==> src/rtl/channel_event_scheduler_pkg.sv <==
// Shared constants and types for the channel event scheduler.
// Channel code convention: code = channel index + 1, code 0 = no channel.
// Optional build macro: SCHED_TIMESTAMP_EN (adds the per-channel timestamp width).
package channel_event_scheduler_pkg;

  localparam int unsigned SCHED_N_CH   = 7;
  localparam int unsigned SCHED_CH_W   = 3;
  localparam int unsigned SCHED_DROP_W = 8;
`ifdef SCHED_TIMESTAMP_EN
  localparam int unsigned SCHED_TS_W   = 8;
`endif

  localparam logic [SCHED_CH_W-1:0] CH_NONE = '0;

  typedef enum logic {
    IDLE    = 1'b0,
    PRESENT = 1'b1
  } sched_state_t;

endpackage

==> src/rtl/channel_event_scheduler_rr_pick.sv <==
// Combinational round-robin picker: finds the first set request bit strictly
// after ptr, wrapping modulo N_CH. any is low when no request is set.
module rr_pick #(
  parameter int unsigned N_CH  = 7,
  parameter int unsigned IDX_W = (N_CH > 1) ? $clog2(N_CH) : 1
) (
  input  logic [N_CH-1:0]  req,
  input  logic [IDX_W-1:0] ptr,
  output logic             any,
  output logic [IDX_W-1:0] idx
);

  int unsigned      w_pos;
  logic [IDX_W-1:0] w_pidx;
  logic             w_found;

  // Scan N_CH positions starting one past ptr; first hit wins.
  always_comb begin
    any     = |req;
    idx     = '0;
    w_pos   = 0;
    w_pidx  = '0;
    w_found = 1'b0;
    for (int unsigned k = 1; k <= N_CH; k++) begin
      w_pos = 32'(ptr) + k;
      if (w_pos >= N_CH) w_pos = w_pos - N_CH;
      w_pidx = IDX_W'(w_pos);
      if (!w_found && req[w_pidx]) begin
        w_found = 1'b1;
        idx     = w_pidx;
      end
    end
  end

endmodule

==> src/rtl/channel_event_scheduler.sv <==
// Channel event scheduler: latches per-channel event pulses as sticky pending
// flags and serializes them, round-robin, onto a valid/ready stream of
// 1-based channel codes. Counts pulses lost to an already-pending channel.
// Optional build macro: SCHED_TIMESTAMP_EN (free-running counter, per-channel
// capture registers and the evt_ts output port).
module channel_event_scheduler
  import channel_event_scheduler_pkg::*;
#(
  parameter int unsigned N_CH   = SCHED_N_CH,
  parameter int unsigned CH_W   = SCHED_CH_W,
  parameter int unsigned DROP_W = SCHED_DROP_W
`ifdef SCHED_TIMESTAMP_EN
  ,
  parameter int unsigned TS_W   = SCHED_TS_W
`endif
) (
  input  logic              clk,
  input  logic              rst,
  input  logic              enable,
  input  logic [N_CH-1:0]   ch_pulse,
  output logic              evt_valid,
  input  logic              evt_ready,
  output logic [CH_W-1:0]   evt_channel,
  output logic [N_CH-1:0]   pending,
  output logic [DROP_W-1:0] drop_cnt,
  output logic              drop_flag
`ifdef SCHED_TIMESTAMP_EN
  ,
  output logic [TS_W-1:0]   evt_ts
`endif
);

  localparam int unsigned IDX_W = (N_CH > 1) ? $clog2(N_CH) : 1;
  localparam int unsigned CNT_W = $clog2(N_CH + 1);

  sched_state_t      r_state;
  logic              r_evt_valid;
  logic [CH_W-1:0]   r_evt_channel;
  logic [IDX_W-1:0]  r_sel_idx;
  logic [IDX_W-1:0]  r_rr_ptr;
  logic [N_CH-1:0]   r_pending;
  logic [DROP_W-1:0] r_drop_cnt;
  logic              r_drop_flag;

  logic [N_CH-1:0]   w_pulse;
  logic [N_CH-1:0]   w_clr;
  logic [N_CH-1:0]   w_pend_next;
  logic [N_CH-1:0]   w_drop;
  logic [CNT_W-1:0]  w_drop_n;
  logic [DROP_W:0]   w_drop_sum;
  logic              w_any;
  logic [IDX_W-1:0]  w_pick;

  // Per-channel clear/arm/drop terms and the number of channels dropping now.
  always_comb begin
    w_drop_n = '0;
    for (int unsigned i = 0; i < N_CH; i++) begin
      w_pulse[i] = enable && ch_pulse[i];
      w_clr[i]   = r_evt_valid && evt_ready && (r_evt_channel == CH_W'(i + 1));
      w_drop[i]  = w_pulse[i] && r_pending[i] && !w_clr[i];
      w_pend_next[i] = (r_pending[i] && !w_clr[i]) || w_pulse[i];
      w_drop_n   = w_drop_n + CNT_W'(w_drop[i]);
    end
    w_drop_sum = {1'b0, r_drop_cnt} + (DROP_W + 1)'(w_drop_n);
  end

  rr_pick #(
    .N_CH  (N_CH),
    .IDX_W (IDX_W)
  ) u_rr_pick (
    .req (r_pending),
    .ptr (r_rr_ptr),
    .any (w_any),
    .idx (w_pick)
  );

  // Pending flags and the saturating drop counter / sticky drop flag.
  always_ff @(posedge clk) begin
    if (rst) begin
      r_pending   <= '0;
      r_drop_cnt  <= '0;
      r_drop_flag <= 1'b0;
    end else begin
      r_pending  <= w_pend_next;
      r_drop_cnt <= w_drop_sum[DROP_W] ? '1 : w_drop_sum[DROP_W-1:0];
      if (|w_drop) r_drop_flag <= 1'b1;
    end
  end

`ifdef SCHED_TIMESTAMP_EN
  logic [TS_W-1:0] r_ts_cnt;
  logic [TS_W-1:0] r_ts [N_CH];
  logic [TS_W-1:0] r_evt_ts;

  // Free-running timestamp; a channel captures it when newly armed or re-armed
  // on its accept cycle. Dropped pulses leave the capture untouched.
  always_ff @(posedge clk) begin
    if (rst) begin
      r_ts_cnt <= '0;
      for (int unsigned i = 0; i < N_CH; i++) r_ts[i] <= '0;
    end else begin
      r_ts_cnt <= r_ts_cnt + TS_W'(1);
      for (int unsigned i = 0; i < N_CH; i++) begin
        if (w_pulse[i] && (!r_pending[i] || w_clr[i])) r_ts[i] <= r_ts_cnt;
      end
    end
  end
`endif

  // Two-state presentation FSM with registered stream outputs.
  always_ff @(posedge clk) begin
    if (rst) begin
      r_state       <= IDLE;
      r_evt_valid   <= 1'b0;
      r_evt_channel <= CH_NONE;
      r_sel_idx     <= '0;
      r_rr_ptr      <= IDX_W'(N_CH - 1);
`ifdef SCHED_TIMESTAMP_EN
      r_evt_ts      <= '0;
`endif
    end else begin
      case (r_state)
        IDLE: begin
          if (w_any) begin
            r_evt_valid   <= 1'b1;
            r_evt_channel <= CH_W'(w_pick) + CH_W'(1);
            r_sel_idx     <= w_pick;
`ifdef SCHED_TIMESTAMP_EN
            r_evt_ts      <= r_ts[w_pick];
`endif
            r_state       <= PRESENT;
          end else begin
            r_evt_valid   <= 1'b0;
            r_evt_channel <= CH_NONE;
          end
        end
        PRESENT: begin
          if (evt_ready) begin
            r_rr_ptr      <= r_sel_idx;
            r_evt_valid   <= 1'b0;
            r_evt_channel <= CH_NONE;
`ifdef SCHED_TIMESTAMP_EN
            r_evt_ts      <= '0;
`endif
            r_state       <= IDLE;
          end
        end
        default: r_state <= IDLE;
      endcase
    end
  end

  assign evt_valid   = r_evt_valid;
  assign evt_channel = r_evt_channel;
  assign pending     = r_pending;
  assign drop_cnt    = r_drop_cnt;
  assign drop_flag   = r_drop_flag;
`ifdef SCHED_TIMESTAMP_EN
  assign evt_ts      = r_evt_ts;
`endif

endmodule

==> config.mk <==
export PLATFORM = sky130hd
export DESIGN_NAME = channel_event_scheduler
export DESIGN_NICKNAME = d
export VERILOG_FILES = /design/src/rtl/channel_event_scheduler_pkg.sv /design/src/rtl/channel_event_scheduler_rr_pick.sv /design/src/rtl/channel_event_scheduler.sv
export SDC_FILE = /design/constraint.sdc
export NUM_CORES = 1
export LEC_CHECK = 0
export ABC_AREA = 1
export CORE_ASPECT_RATIO = 0.7
export CORE_MARGIN = 2
export CORE_UTILIZATION = 50
export DETAILED_ROUTE_END_ITERATION = 8
export GPL_TIMING_DRIVEN = 1
export PLACE_DENSITY_LB_ADDON = 0.12
export SLEW_MARGIN = 20
export SYNTH_ARGS = -nofsm -noshare
export SYNTH_HDL_FRONTEND = slang
export SYNTH_SLANG_ARGS = --single-unit
==> constraint.sdc <==
create_clock -name clk -period 6.6 [get_ports clk]
set_input_delay 1.65 -clock clk [delete_from_list [all_inputs] [get_ports clk]]
set_output_delay 1.65 -clock clk [all_outputs]
set_load 0.05 [all_outputs]
==> summary by stage <==
Setup path
STA classifies the critical path startpoint as an input pin. The endpoint kind of the worst setup timing path is a register. In this run the register-to-register setup slack is between 2 and 2.5 ns.

The startpoint of the lowest-slack register-to-register path is evt_channel[0]. The arrival time reported for the critical path endpoint is roughly 5.9 ns. The critical path is of the input pin to register type. The most critical setup path has its startpoint at evt_ready.

The end point of the critical path is drop_cnt[5]. The worst-path maximum fanout is 6. The number of cells traversed by the worst register-to-register path is 20. The critical register-to-register path endpoint is drop_cnt[5]. STA puts the critical path data required time at just under 7 ns.

Clocking
The master cell of the clock root buffer is clkbuf_8. Buffers inserted during clock tree synthesis total 3. The post-cts sizing count is 0. The hold buffer count at cts is 0. The clock passes through at most 2 buffers. Clock-pin slew was measured on the worst setup and hold paths at about 0.10 ns.

The number of clock sinks seen by CTS is 27. The CTS H-tree depth is 1. The post-CTS setup buffer count is 0.

TritonCTS built the clock tree. The later pin in the worst-skew pair is clocked with a latency of approximately 0.28 ns.

STA
The worst pin sits at a relative slew slack of 44.4%. The sum of negative setup slack is 0 ns. Timing would allow up to 0.176 GHz. The final number of hold-violating endpoints is 0. The max-slew violation count is 0.

The slew at the pin closest to its max-slew limit is about 0.83 ns. Setup repair after global routing left no endpoint under its margin. The final setup violation count is 0. Dividing the final minimum period by the clock period gives between 80% and 90%. The shortest period the worst path allows is 5.69 ns. The worst-case clock skew is 0.00345 ns.

Finish
The number of nets in the finished design is 496. Leaving out filler cells and counting taps, the final layout contains 531. The layout overhead on the synthesized area is 15.6%. The top cell types in the final layout, fill and taps aside, are nand2_1, inv_1, nand3_1.

Leaving out fill and tap cells, the most frequent cell in the layout is nand2_1. Of the cells placed in the final design, the portion with a size suffix greater than 1 is around 5%. 0 antenna diodes ended up in the layout.

Floorplan
The vertical die dimension is between 60 and 70 um. The full die area is 0.00587 mm2. The initialized floorplan defines 22 standard-cell rows.

The core region is between 0.005 and 0.006 mm2. For this design the top-level I/O count stands at 31. The starting density of the core is 51.1%. In this run the horizontal extent of the chip is ~91 um.

Placed design
Port buffering added 30 buffers. Once detailed placement completed, the half-perimeter wirelength came to 5920 um. The placer's final routability congestion estimate is around 0.90.

The post-placement cell count is ~530.

Outcome
The run finished with clean final reports.

Global route
The via count of the first global-routing pass is about 2600. The final global-route overflow total is 0. The initial antenna violation count came to 0. The first global-routing pass estimated ~13000 um of wire.

Global routing used 26.7% of the available tracks across all layers. The largest net degree at the start of global routing is 23.

Routing
The routed wire length per instance is ~14 um. For this run, the detailed router's first-pass iteration total came to 5. The via total after detailed routing is between 2000 and 3000. Once detail routing completed, the nets flagged for antenna violations numbered 0.

Dividing the detail-routed via count by the number of cells gives between 5 and 6. The DRC violation total after the first TritonRoute iteration is 290. The count of unresolved DRC violations after routing is 0. The total wire length after detailed routing is roughly 7500 um.

Synthesis
The number of distinct library cells after synthesis is 36. Synthesis produced 430 cells. In this run, synthesis inferred 0 flip-flops with an integrated enable. The number of synthesized register bits is 27.

The netlist area before placement is 0.00263 mm2. After synthesis, the share of flip-flops with an asynchronous set or reset is 0%. The sequential area share after synthesis is between 20% and 30%. For this run, the leading register cell type out of synthesis is dfxtp_1.

The post-synthesis net count is approximately 470. The average instance in the mapped netlist occupies 6.12 um2. The number of warning messages in the yosys log is 0.

Run
The total of max-cap violations is 0.

Min path
The hold path startpoint is r_sel_idx[1]. The path class of the tightest hold or removal check is register to register.

Pwr
Summed over all cells, the static leakage comes to 1.48 nW. The power per unit of standard cell area is 271 mW/mm2. The highest ir drop seen on vdd is ~0.13 mV.
[sequential cells by signal, indices dropped and copies added (netlist names)]
register and flops:
evt_valid 1, drop_cnt 8, r_state 1, drop_flag 1, pending 7, r_rr_ptr 3
evt_channel 3, r_sel_idx 3
[synth_stat cells, types with 3 or more instances]
master      n  share of area [%]
nand2_1   116                 17
inv_1      60                8.6
nand3_1    49                9.3
nor2_1     38                5.4
a21oi_1    28                5.3
dfxtp_1    27                 21
ha_1       20                9.5
o21ai_1    16                3.0
o21ai_0    11                2.1
inv_2       6               0.86
a31oi_1     5                1.2
fa_1        5                3.8
o211ai_1    5                1.4
nand2_2     4               0.95
nand4_1     4               0.95
nor3_1      4               0.76
clkbuf_1    3               0.43
nor4_1      3               0.71
o21a_1      3               0.86
xor2_1      3                1.0
[per-stage QoR]
step / total power [mW] / worst slack [ns] / cell area [um2] / util, % / hold WS (ns)
2_1_floorplan: 0.589 / 1.44 / 2630 / - / 0.447
3_3_place_gp: 0.712 / 0.742 / 2990 / 58.1 / 0.467
3_5_place_dp: 0.717 / 0.618 / 2990 / 58.1 / 0.473
4_1_cts: 0.816 / 0.911 / 3040 / 59.0 / 0.496
5_1_grt: 0.902 / 0.487 / 3040 / 59.0 / 0.539
6_report: 0.823 / 0.906 / 3040 / 59.0 / 0.490
[metal layers]
metal	part of all wire (%)	GRT usage (%)	up-vias
met5	0	0	-
met4	0.19	2.31	0
li1	-	-	1458
met3	10	4.77	2
met2	38	38.7	141
met1	51	42.1	1272
[cells by family (layout without fill, tap and decap cells)]
group / Yosys count / after routing / share of synthesized area (%)
AO/OA/AOI/OAI: 76 / 76 / 16.3
adder cells (fa/ha/maj): 25 / 25 / 13.3
AND/OR/NAND/NOR: 225 / 225 / 37.0
XOR/XNOR: 6 / 6 / 2.28
flip-flops: 27 / 27 / 20.6
buffers and inverters: 71 / 100 / 10.6
[how the worst min path moves through the flow]
stage	to	depth (start not counted)
finish	r_rr_ptr[1]	2
global route	r_rr_ptr[2]	2
CTS	r_rr_ptr[1]	2
detailed placement	r_rr_ptr[1]	2
global placement	r_rr_ptr[1]	2
floorplan	r_rr_ptr[1]	2
[report_power, final]
| part | internal [mW] | leakage [nW] | total (mW) | switching (mW) |
|---|---|---|---|---|
| Clock | 0.0429 | 0.0217 | 0.0970 | 0.0540 |
| Sequential | 0.187 | 0.222 | 0.219 | 0.0323 |
| Combinational | 0.168 | 1.24 | 0.507 | 0.339 |
| Total | 0.398 | 1.48 | 0.823 | 0.425 |
[critical path: stages]
cell	delay, ns
clkdlybuf4s50_1	0.52
nand2_1	0.09
o31ai_1	0.32
nor2_1	0.11
fa_1	0.49
inv_1	0.05
fa_1	0.52
inv_1	0.05
fa_1	0.47
ha_1	0.24
fa_1	0.40
a21oi_1	0.17
nor2_1	0.06
nor2_1	0.15
nor3_1	0.06
inv_1	0.10
nor2_1	0.05
nand2_1	0.17
nand2_1	0.08
nand2_1	0.06
inv_1	0.04
[cell type report]
cell class              instances  area, um2
clock inverters                 1       7.51
multi-input cells             332       1810
clock buffers                   3       41.3
inverters                      66        248
fillers                       536       2110
well taps                      72       90.1
repair buffers                 30        300
flip-flops and latches         27        541
(Power assumes the default switching activity.)
